`config.mk`:
```
export PLATFORM = sky130hd
export DESIGN_NAME = interrupt_ctrl
export DESIGN_NICKNAME = d
export VERILOG_FILES = /design/src/rtl/interrupt_ctrl.sv
export SDC_FILE = /design/constraint.sdc
export NUM_CORES = 1
export LEC_CHECK = 0
export BUFFER_PORTS_ARGS = -buffer_cell sky130_fd_sc_hd__buf_2
export CORE_MARGIN = 8
export CORE_UTILIZATION = 34
export CTS_CLUSTER_DIAMETER = 30
export DETAILED_ROUTE_END_ITERATION = 8
export PLACE_DENSITY = 0.88
export SLEW_MARGIN = 20
export SYNTH_ARGS = -nofsm -noshare
export SYNTH_HDL_FRONTEND = slang
export SYNTH_SLANG_ARGS = --single-unit
```
`constraint.sdc`:
```
create_clock -name i_clk -period 1.6 [get_ports i_clk]
set_input_delay 0.08 -clock i_clk [delete_from_list [all_inputs] [get_ports i_clk]]
set_output_delay 0.08 -clock i_clk [all_outputs]
set_load 0.02 [all_outputs]
```
`src/rtl/interrupt_ctrl.sv`:
```
// -----------------------------------------------------------------------------
// interrupt_ctrl
//
// Purpose:
//   Machine-mode external interrupt sequencer for a simple in-order pipeline.
//   An asynchronous level interrupt is synchronized and, when globally
//   enabled, waits for a valid, unstalled instruction in EX. That instruction
//   is flushed and its PC is saved as mepc. The PC is redirected to mtvec,
//   mcause is written and MIE is cleared. An MRET executed while the handler
//   runs flushes the pipe, redirects to mepc and restores MIE.
//
// Parameters:
//   MCAUSE_VAL   cause code written to mcause on trap entry
//   SYNC_STAGES  depth of the i_irq synchronizer (>= 1)
//
// Ports:
//   i_clk, i_rst_n         clock, asynchronous active-low reset
//   i_irq                  external interrupt, level, asynchronous
//   i_mie                  global machine interrupt enable (mstatus.MIE)
//   i_pipe_stall           EX-stage register is holding this cycle
//   i_ex_insn_vld          EX stage holds a valid instruction
//   i_ex_pc                PC of the EX-stage instruction
//   i_ex_is_mret           EX-stage instruction is MRET
//   i_mtvec, i_mepc        trap vector and current mepc CSR values
//   o_flush                flush IF/ID and ID/EX
//   o_pc_redirect          load PC with o_redirect_pc
//   o_redirect_pc          redirect target (0 when not redirecting)
//   o_mepc_wren/_wdata     mepc write strobe and data
//   o_mcause_wren/_wdata   mcause write strobe and data
//   o_mie_clr              MPIE<=MIE, MIE<=0
//   o_mie_restore          MIE<=MPIE, MPIE<=1
//   o_in_handler           a trap is being serviced
// -----------------------------------------------------------------------------
module interrupt_ctrl #(
  parameter logic [31:0] MCAUSE_VAL  = 32'h8000_000B,
  parameter int          SYNC_STAGES = 2
) (
  input  logic        i_clk,
  input  logic        i_rst_n,
  input  logic        i_irq,
  input  logic        i_mie,
  input  logic        i_pipe_stall,
  input  logic        i_ex_insn_vld,
  input  logic [31:0] i_ex_pc,
  input  logic        i_ex_is_mret,
  input  logic [31:0] i_mtvec,
  input  logic [31:0] i_mepc,
  output logic        o_flush,
  output logic        o_pc_redirect,
  output logic [31:0] o_redirect_pc,
  output logic        o_mepc_wren,
  output logic [31:0] o_mepc_wdata,
  output logic        o_mcause_wren,
  output logic [31:0] o_mcause_wdata,
  output logic        o_mie_clr,
  output logic        o_mie_restore,
  output logic        o_in_handler
);

  typedef enum logic [2:0] {
    ST_IDLE     = 3'd0,
    ST_WAIT_VLD = 3'd1,
    ST_TRAP     = 3'd2,
    ST_HANDLER  = 3'd3,
    ST_RETURN   = 3'd4
  } state_t;

  // Trap vectors are word aligned; the two mode bits of mtvec are dropped.
  function automatic logic [31:0] align_vec(input logic [31:0] vec);
    return {vec[31:2], 2'b00};
  endfunction

  logic [SYNC_STAGES-1:0] r_sync;
  logic                   w_irq_s;
  state_t                 r_state;
  state_t                 w_state_nxt;
  logic [31:0]            r_cap_pc;
  logic                   w_cap_en;
  logic                   w_ex_adv;

  // Interrupt synchronizer: bit 0 samples the pin, the last bit is irq_s.
  always_ff @(posedge i_clk or negedge i_rst_n) begin
    if (!i_rst_n) begin
      r_sync <= '0;
    end else begin
      r_sync[0] <= i_irq;
      for (int k = 1; k < SYNC_STAGES; k++) begin
        r_sync[k] <= r_sync[k-1];
      end
    end
  end

  assign w_irq_s  = r_sync[SYNC_STAGES-1];
  // The EX instruction only "moves" when it is valid and the pipe is not held.
  assign w_ex_adv = i_ex_insn_vld & ~i_pipe_stall;

  // FSM state register.
  always_ff @(posedge i_clk or negedge i_rst_n) begin
    if (!i_rst_n) begin
      r_state <= ST_IDLE;
    end else begin
      r_state <= w_state_nxt;
    end
  end

  // Captured PC of the interrupted EX instruction, written on WAIT_VLD->TRAP.
  always_ff @(posedge i_clk or negedge i_rst_n) begin
    if (!i_rst_n) begin
      r_cap_pc <= 32'h0;
    end else if (w_cap_en) begin
      r_cap_pc <= i_ex_pc;
    end else begin
      r_cap_pc <= r_cap_pc;
    end
  end

  // Next-state logic. Interrupts are never latched: a masked or withdrawn
  // request in WAIT_VLD simply drops back to IDLE.
  always_comb begin
    w_state_nxt = r_state;
    w_cap_en    = 1'b0;
    case (r_state)
      ST_IDLE: begin
        if (w_irq_s && i_mie) begin
          w_state_nxt = ST_WAIT_VLD;
        end else begin
          w_state_nxt = ST_IDLE;
        end
      end
      ST_WAIT_VLD: begin
        if (!w_irq_s || !i_mie) begin
          w_state_nxt = ST_IDLE;
        end else if (w_ex_adv) begin
          w_state_nxt = ST_TRAP;
          w_cap_en    = 1'b1;
        end else begin
          w_state_nxt = ST_WAIT_VLD;
        end
      end
      ST_TRAP: begin
        w_state_nxt = ST_HANDLER;
      end
      ST_HANDLER: begin
        // irq_s is deliberately not looked at here: no nesting.
        if (w_ex_adv && i_ex_is_mret) begin
          w_state_nxt = ST_RETURN;
        end else begin
          w_state_nxt = ST_HANDLER;
        end
      end
      ST_RETURN: begin
        w_state_nxt = ST_IDLE;
      end
      default: begin
        w_state_nxt = ST_IDLE;
      end
    endcase
  end

  // Output decode from the registered state. Because the state flop resets
  // asynchronously to IDLE, every output drops to 0 the moment reset asserts.
  always_comb begin
    o_flush        = 1'b0;
    o_pc_redirect  = 1'b0;
    o_redirect_pc  = 32'h0;
    o_mepc_wren    = 1'b0;
    o_mepc_wdata   = 32'h0;
    o_mcause_wren  = 1'b0;
    o_mcause_wdata = 32'h0;
    o_mie_clr      = 1'b0;
    o_mie_restore  = 1'b0;
    o_in_handler   = 1'b0;
    case (r_state)
      ST_TRAP: begin
        o_flush        = 1'b1;
        o_pc_redirect  = 1'b1;
        o_redirect_pc  = align_vec(i_mtvec);
        o_mepc_wren    = 1'b1;
        o_mepc_wdata   = r_cap_pc;
        o_mcause_wren  = 1'b1;
        o_mcause_wdata = MCAUSE_VAL;
        o_mie_clr      = 1'b1;
        o_in_handler   = 1'b1;
      end
      ST_HANDLER: begin
        o_in_handler = 1'b1;
      end
      ST_RETURN: begin
        o_flush       = 1'b1;
        o_pc_redirect = 1'b1;
        o_redirect_pc = i_mepc;
        o_mie_restore = 1'b1;
        o_in_handler  = 1'b1;
      end
      ST_IDLE, ST_WAIT_VLD: begin
        o_in_handler = 1'b0;
      end
      default: begin
        o_in_handler = 1'b0;
      end
    endcase
  end

endmodule

```
# [Word-level counts from Yosys, hierarchy flattened]
# Cells that the tools add are included.
[word_totals] out_inout_bits=103 input_bits=103 mem_count=0 regBits=37 latch_bits=0 rom_bits=0 ram_bits=0
[op_classes] shift=0 n_lt_le_gt_ge=0 eq_ne=4 mux=15 reduce_logical=8 mul=0 n_bitwise=2 n_div=0 addsub=0
[ops] cell="32-bit two-way mux" count=2
[ops] cell="32-bit case mux with 2 select lines" count=1
[ops] cell="3-bit case mux with 4 select lines" count=1
[ops] cell="1-bit two-way mux" count=8
[ops] cell="3-bit by 2-bit equality test with 1-bit output, second input constant" count=2
[ops] cell="2-bit two-way mux" count=2
[ops] cell="3-bit by 1-bit equality test with 1-bit output, second input constant" count=1
[ops] cell="3-bit equality test, second input constant" count=1
[ops] cell="3-bit zero test" count=1
[ops] cell="3-bit two-way mux" count=1
[ops] cell="3-bit OR reduction" count=1
[ops] cell="1-bit logical AND" count=2
[ops] cell="1-bit zero test" count=2
[ops] cell="2-bit OR reduction" count=1
[ops] cell="1-bit bitwise AND" count=1
[ops] cell="1-bit logical OR" count=1
[ops] cell="1-bit inverter" count=1

# [Longest topological paths before layout]
[logic_depth] word_depth=5 depth_mapped=5 ltp_nobuf=3

# [Least setup slack after synthesis]
# No wires, ideal clock.
[synth_timing] path_type="register to output" start="register r_state[2]" end="output o_mepc_wdata[22]" path_buffers=1 setup_slack_ns=-0.169 stages_incl_launch_ff=5 arrival_time_ns=1.689 cell_sequence="dfrtp_1 nand2b_1 nor2_1 clkbuf_1 and2_1"
[synth_between] elab_chain_cells=2
[synth_lines] item="start: declaration" line="75" rtl="state_t r_state;"
[synth_lines] item="start signal: assignment" line="102" rtl="r_state <= w_state_nxt;"
[synth_lines] item="3-bit by 2-bit equality test with 1-bit output" line="173" rtl="case (r_state)"
[synth_lines] item="32-bit two-way mux" line="173"
[synth_lines] item="end: declaration" line="52" rtl="output logic [31:0] o_mepc_wdata,"
# Every way passes these cells.

# [Worst setup path after layout]
[layout_timing] start="register r_state[2]" end="output o_redirect_pc[22]"
[layout_between] elab_chain_cells=2 word_cells_on_any_way=3
[layout_lines] item="3-bit equality test or 3-bit by 2-bit equality test with 1-bit output (tied branches)" line="173"
[layout_lines] item="32-bit case mux with 2 select lines *" line="173"
[layout_lines] item="end: declaration" line="50" rtl="output logic [31:0] o_redirect_pc,"
# Every way passes the cells marked *; elsewhere a longest branch is shown, timed or not.

==> metrics.md <==
| Metric | Value |
|---|---|
| Run status | `complete, but fails checks` |
| Failing checks | `setup timing` |
| WP buf/inv | `4` |
| Clk_lat worst skew | `280 ps` |
| Final setup margin | `-137 ps` |
| Sw frac | `36.8%` |
| CTS tree | `done` |
| Die height | `98.2 um` |
| Final WL | `8.73 mm` |
| Ys Warns | `0` |
| Clock Pin Slew Worst Setup and Hold Paths | `70 ps` |
| Net count, final | `479` |
| Cell mode on critical path | `buf_4` |
| GRT Residual Overflow | `0` |
| Worst slack, placed | `-195 ps` |
| Setup crit start kind | `flip-flop` |
| Initial DRT Pass Iterations | `4` |
| Finished layout cell area | `3740 um2` |
| Fin cells | `456` |
| IO Port Bufs | `175` |
| Die Width | `98.2 um` |
| Vias per cell | `4.68` |
| Antenna-violating nets left | `0` |
| Setup crit end kind | `primary output` |
| RSZ-0062 raised after global routing | `true` |
| Top delay family on crit path | `buffers and inverters` |
| Arr. time, crit path | `1660 ps` |
| Vias after detailed routing | `2134` |
| Cell-internal power | `3.31 mW` |
| Largest net degree at the start of global routing | `40` |
| Clock skew | `2.51 ps` |
| Final GP Congestion | `0.858` |
| Mean routed wirelength per cell | `19.1 um` |
| Syn_area_per_cell | `11.6 um2` |
| # diodes | `0` |
| Die Footprint | `9630 um2` |
| CP Max Fanout | `15` |
| Hpwl dp | `6.51 mm` |
| Distinct cell type count of the synthesized netlist | `18` |
| Initial Utilization | `34.5%` |
| Row count | `30` |
| Slowest-stage cell, CP | `dfrtp_1` |
| Period utilization | `109%` |
| Clock sink count | `37` |
| Area grow syn2layout | `62.9%` |
| Drt drc | `0` |
| Antenna violations before repair | `1` |
| Total GRT Usage | `17.4%` |
| Req. time, crit path | `1520 ps` |
| CTS H-Tree Depth | `2` |
| Worst-path cell chain | `buf_6, nand2b_4, nor2_4, buf_4, buf_16, a22o_1, buf_4` |
| Clock group share of total power | `12.4%` |
| Core area | `6640 um2` |
| Combinational power share | `57.4%` |
| Tot Pwr | `5.23 mW` |
| Worst-margin pin slew | `824 ps` |
| Hold Path Class | `primary input to flip-flop` |
| Initial DRC count | `33` |
| Slowest cell delay on critical path | `400 ps` |
| Mapped Cells | `197` |
| Sequential power share | `30.2%` |
| First-pass GRT wire length | `13.5 mm` |
| Max-cap violations | `0` |
| Max VDD drop | `804 uV` |
| PD cells | `1400 nW/um2` |
| Max Slew Vio Count | `0` |
| Clock root buffer master | `clkbuf_8` |
| Layout cells sized above 1 | `63.6%` |
| Switching power total | `1.92 mW` |
| Number of global-route vias before repair | `2406` |
| Area post-placement | `3170 um2` |
| Clock period minus worst slack | `1740 ps` |
| Register area share after synthesis | `40.3%` |
| Leak Pwr | `2.13 nW` |
| Setup-failing EPs final | `98` |
| Ports | `206` |
| Final hold vios | `0` |
| Relative slew slack | `45.1%` |
| Register bit total from synthesis | `37` |
| Setup CP Type | `flip-flop to primary output` |
| Cell Area, Synth | `2290 um2` |
| Highest clock rate | `0.576 GHz` |
| Cts bufs inserted | `5` |
| CTS Buffer Depth | `2` |
| Post-Place Cells | `439` |
[metrics by stage]
stage               TNS [ps]  hold WS [ps]  utilization (%)
global placement       -4880           192             47.6
global route          -17060          18.1             56.3
detailed placement     -5900           202             47.6
finish                 -7690          27.0             56.3
CTS                    -7380          22.9             55.5
floorplan              -1470          -216                -
[power by group through the flow]
stage	Sequential [mW]	Clock, mW	Combinational [mW]
floorplan	1.50	0	1.76
global placement	1.57	0	2.42
detailed placement	1.57	0	2.48
CTS	1.58	0.657	2.99
global route	1.63	0.710	3.18
finish	1.58	0.647	3.00
[synthesized netlist by cell type, drive strengths merged]
master   n  share of area [%]
nand4b   1               0.38
nor3b    1               0.33
nand2b   3               0.82
and2    34                9.3
conb     1               0.16
or2      1               0.27
dfrtp   37                 40
nand2    3               0.49
or4b     1               0.44
o31ai    1               0.33
mux2    32                 20
buf     39                 13
a22o    30                 11
clkbuf   9                1.5
nor2     4               0.65
[metal layers]
layer	part of all wire [%]	vias up	GRT usage (%)	wire length, um
met3	11	16	7.82	931
met5	0.15	-	0	13
met4	2.5	2	4.60	216
met2	50	128	30.7	4360
li1	-	978	-	-
met1	37	1010	18.4	3210
[sequential cells by signal, summed over array words and instances (netlist names)]
name	count
r_sync	2
r_cap_pc	32
r_state	3
[layout by cell type (no fill, tap or decap), drive strengths merged]
cell type | synthesis | final
buf | 39 | 190
and2 | 34 | 34
clkbuf | 9 | 8
or4b | 1 | 1
nand2b | 3 | 3
conb | 1 | 28
nand4b | 1 | 1
nor3b | 1 | 1
o31ai | 1 | 1
nand2 | 3 | 3
or2 | 1 | 1
mux2 | 32 | 32
dlygate4sd3 | 0 | 2
nor2 | 4 | 4
dfrtp | 37 | 37
a22o | 30 | 30
[final cells by class]
type / instances / area, um2
fillers: 562 / 2910
repair buffers: 193 / 1430
multi-input cells: 139 / 1200
flip-flops and latches: 37 / 926
well taps: 80 / 100
clock buffers: 7 / 86.3
[cell families (layout without fill, tap and decap cells)]
| kind of cell | Yosys count | after routing | share of synthesized area (%) |
|---|---|---|---|
| compound gates | 31 | 31 | 11.8 |
| mux | 32 | 32 | 20.4 |
| simple gates | 48 | 48 | 12.7 |
| buf+inv | 48 | 200 | 14.6 |
| other cells | 1 | 28 | 0.163 |
| flops | 37 | 37 | 40.3 |
[timing repair]
item	CTS	global route
pin swaps	2	0
hold buffers	2	0
gates cloned	4	1
gates resized for setup	100	4
setup buffers	3	0
endpoints found under the setup margin	105	105
hold endpoints to repair	38	0
[path summary, 6_finish.rpt]
check	start	to	slack, ps	cells after the start
hold / removal	i_ex_pc[9]	r_cap_pc[9]	30	2
hold reg to reg	r_sync[0]	r_sync[1]	350	0
setup / recovery	r_state[2]	o_redirect_pc[22]	-140	7
setup reg to reg	r_state[0]	r_cap_pc[11]	-110	4
min in group asynchronous	i_rst_n	r_state[0]	450	2
max in group asynchronous	i_rst_n	r_cap_pc[1]	630	2
Power figures use the tool's default switching activity.
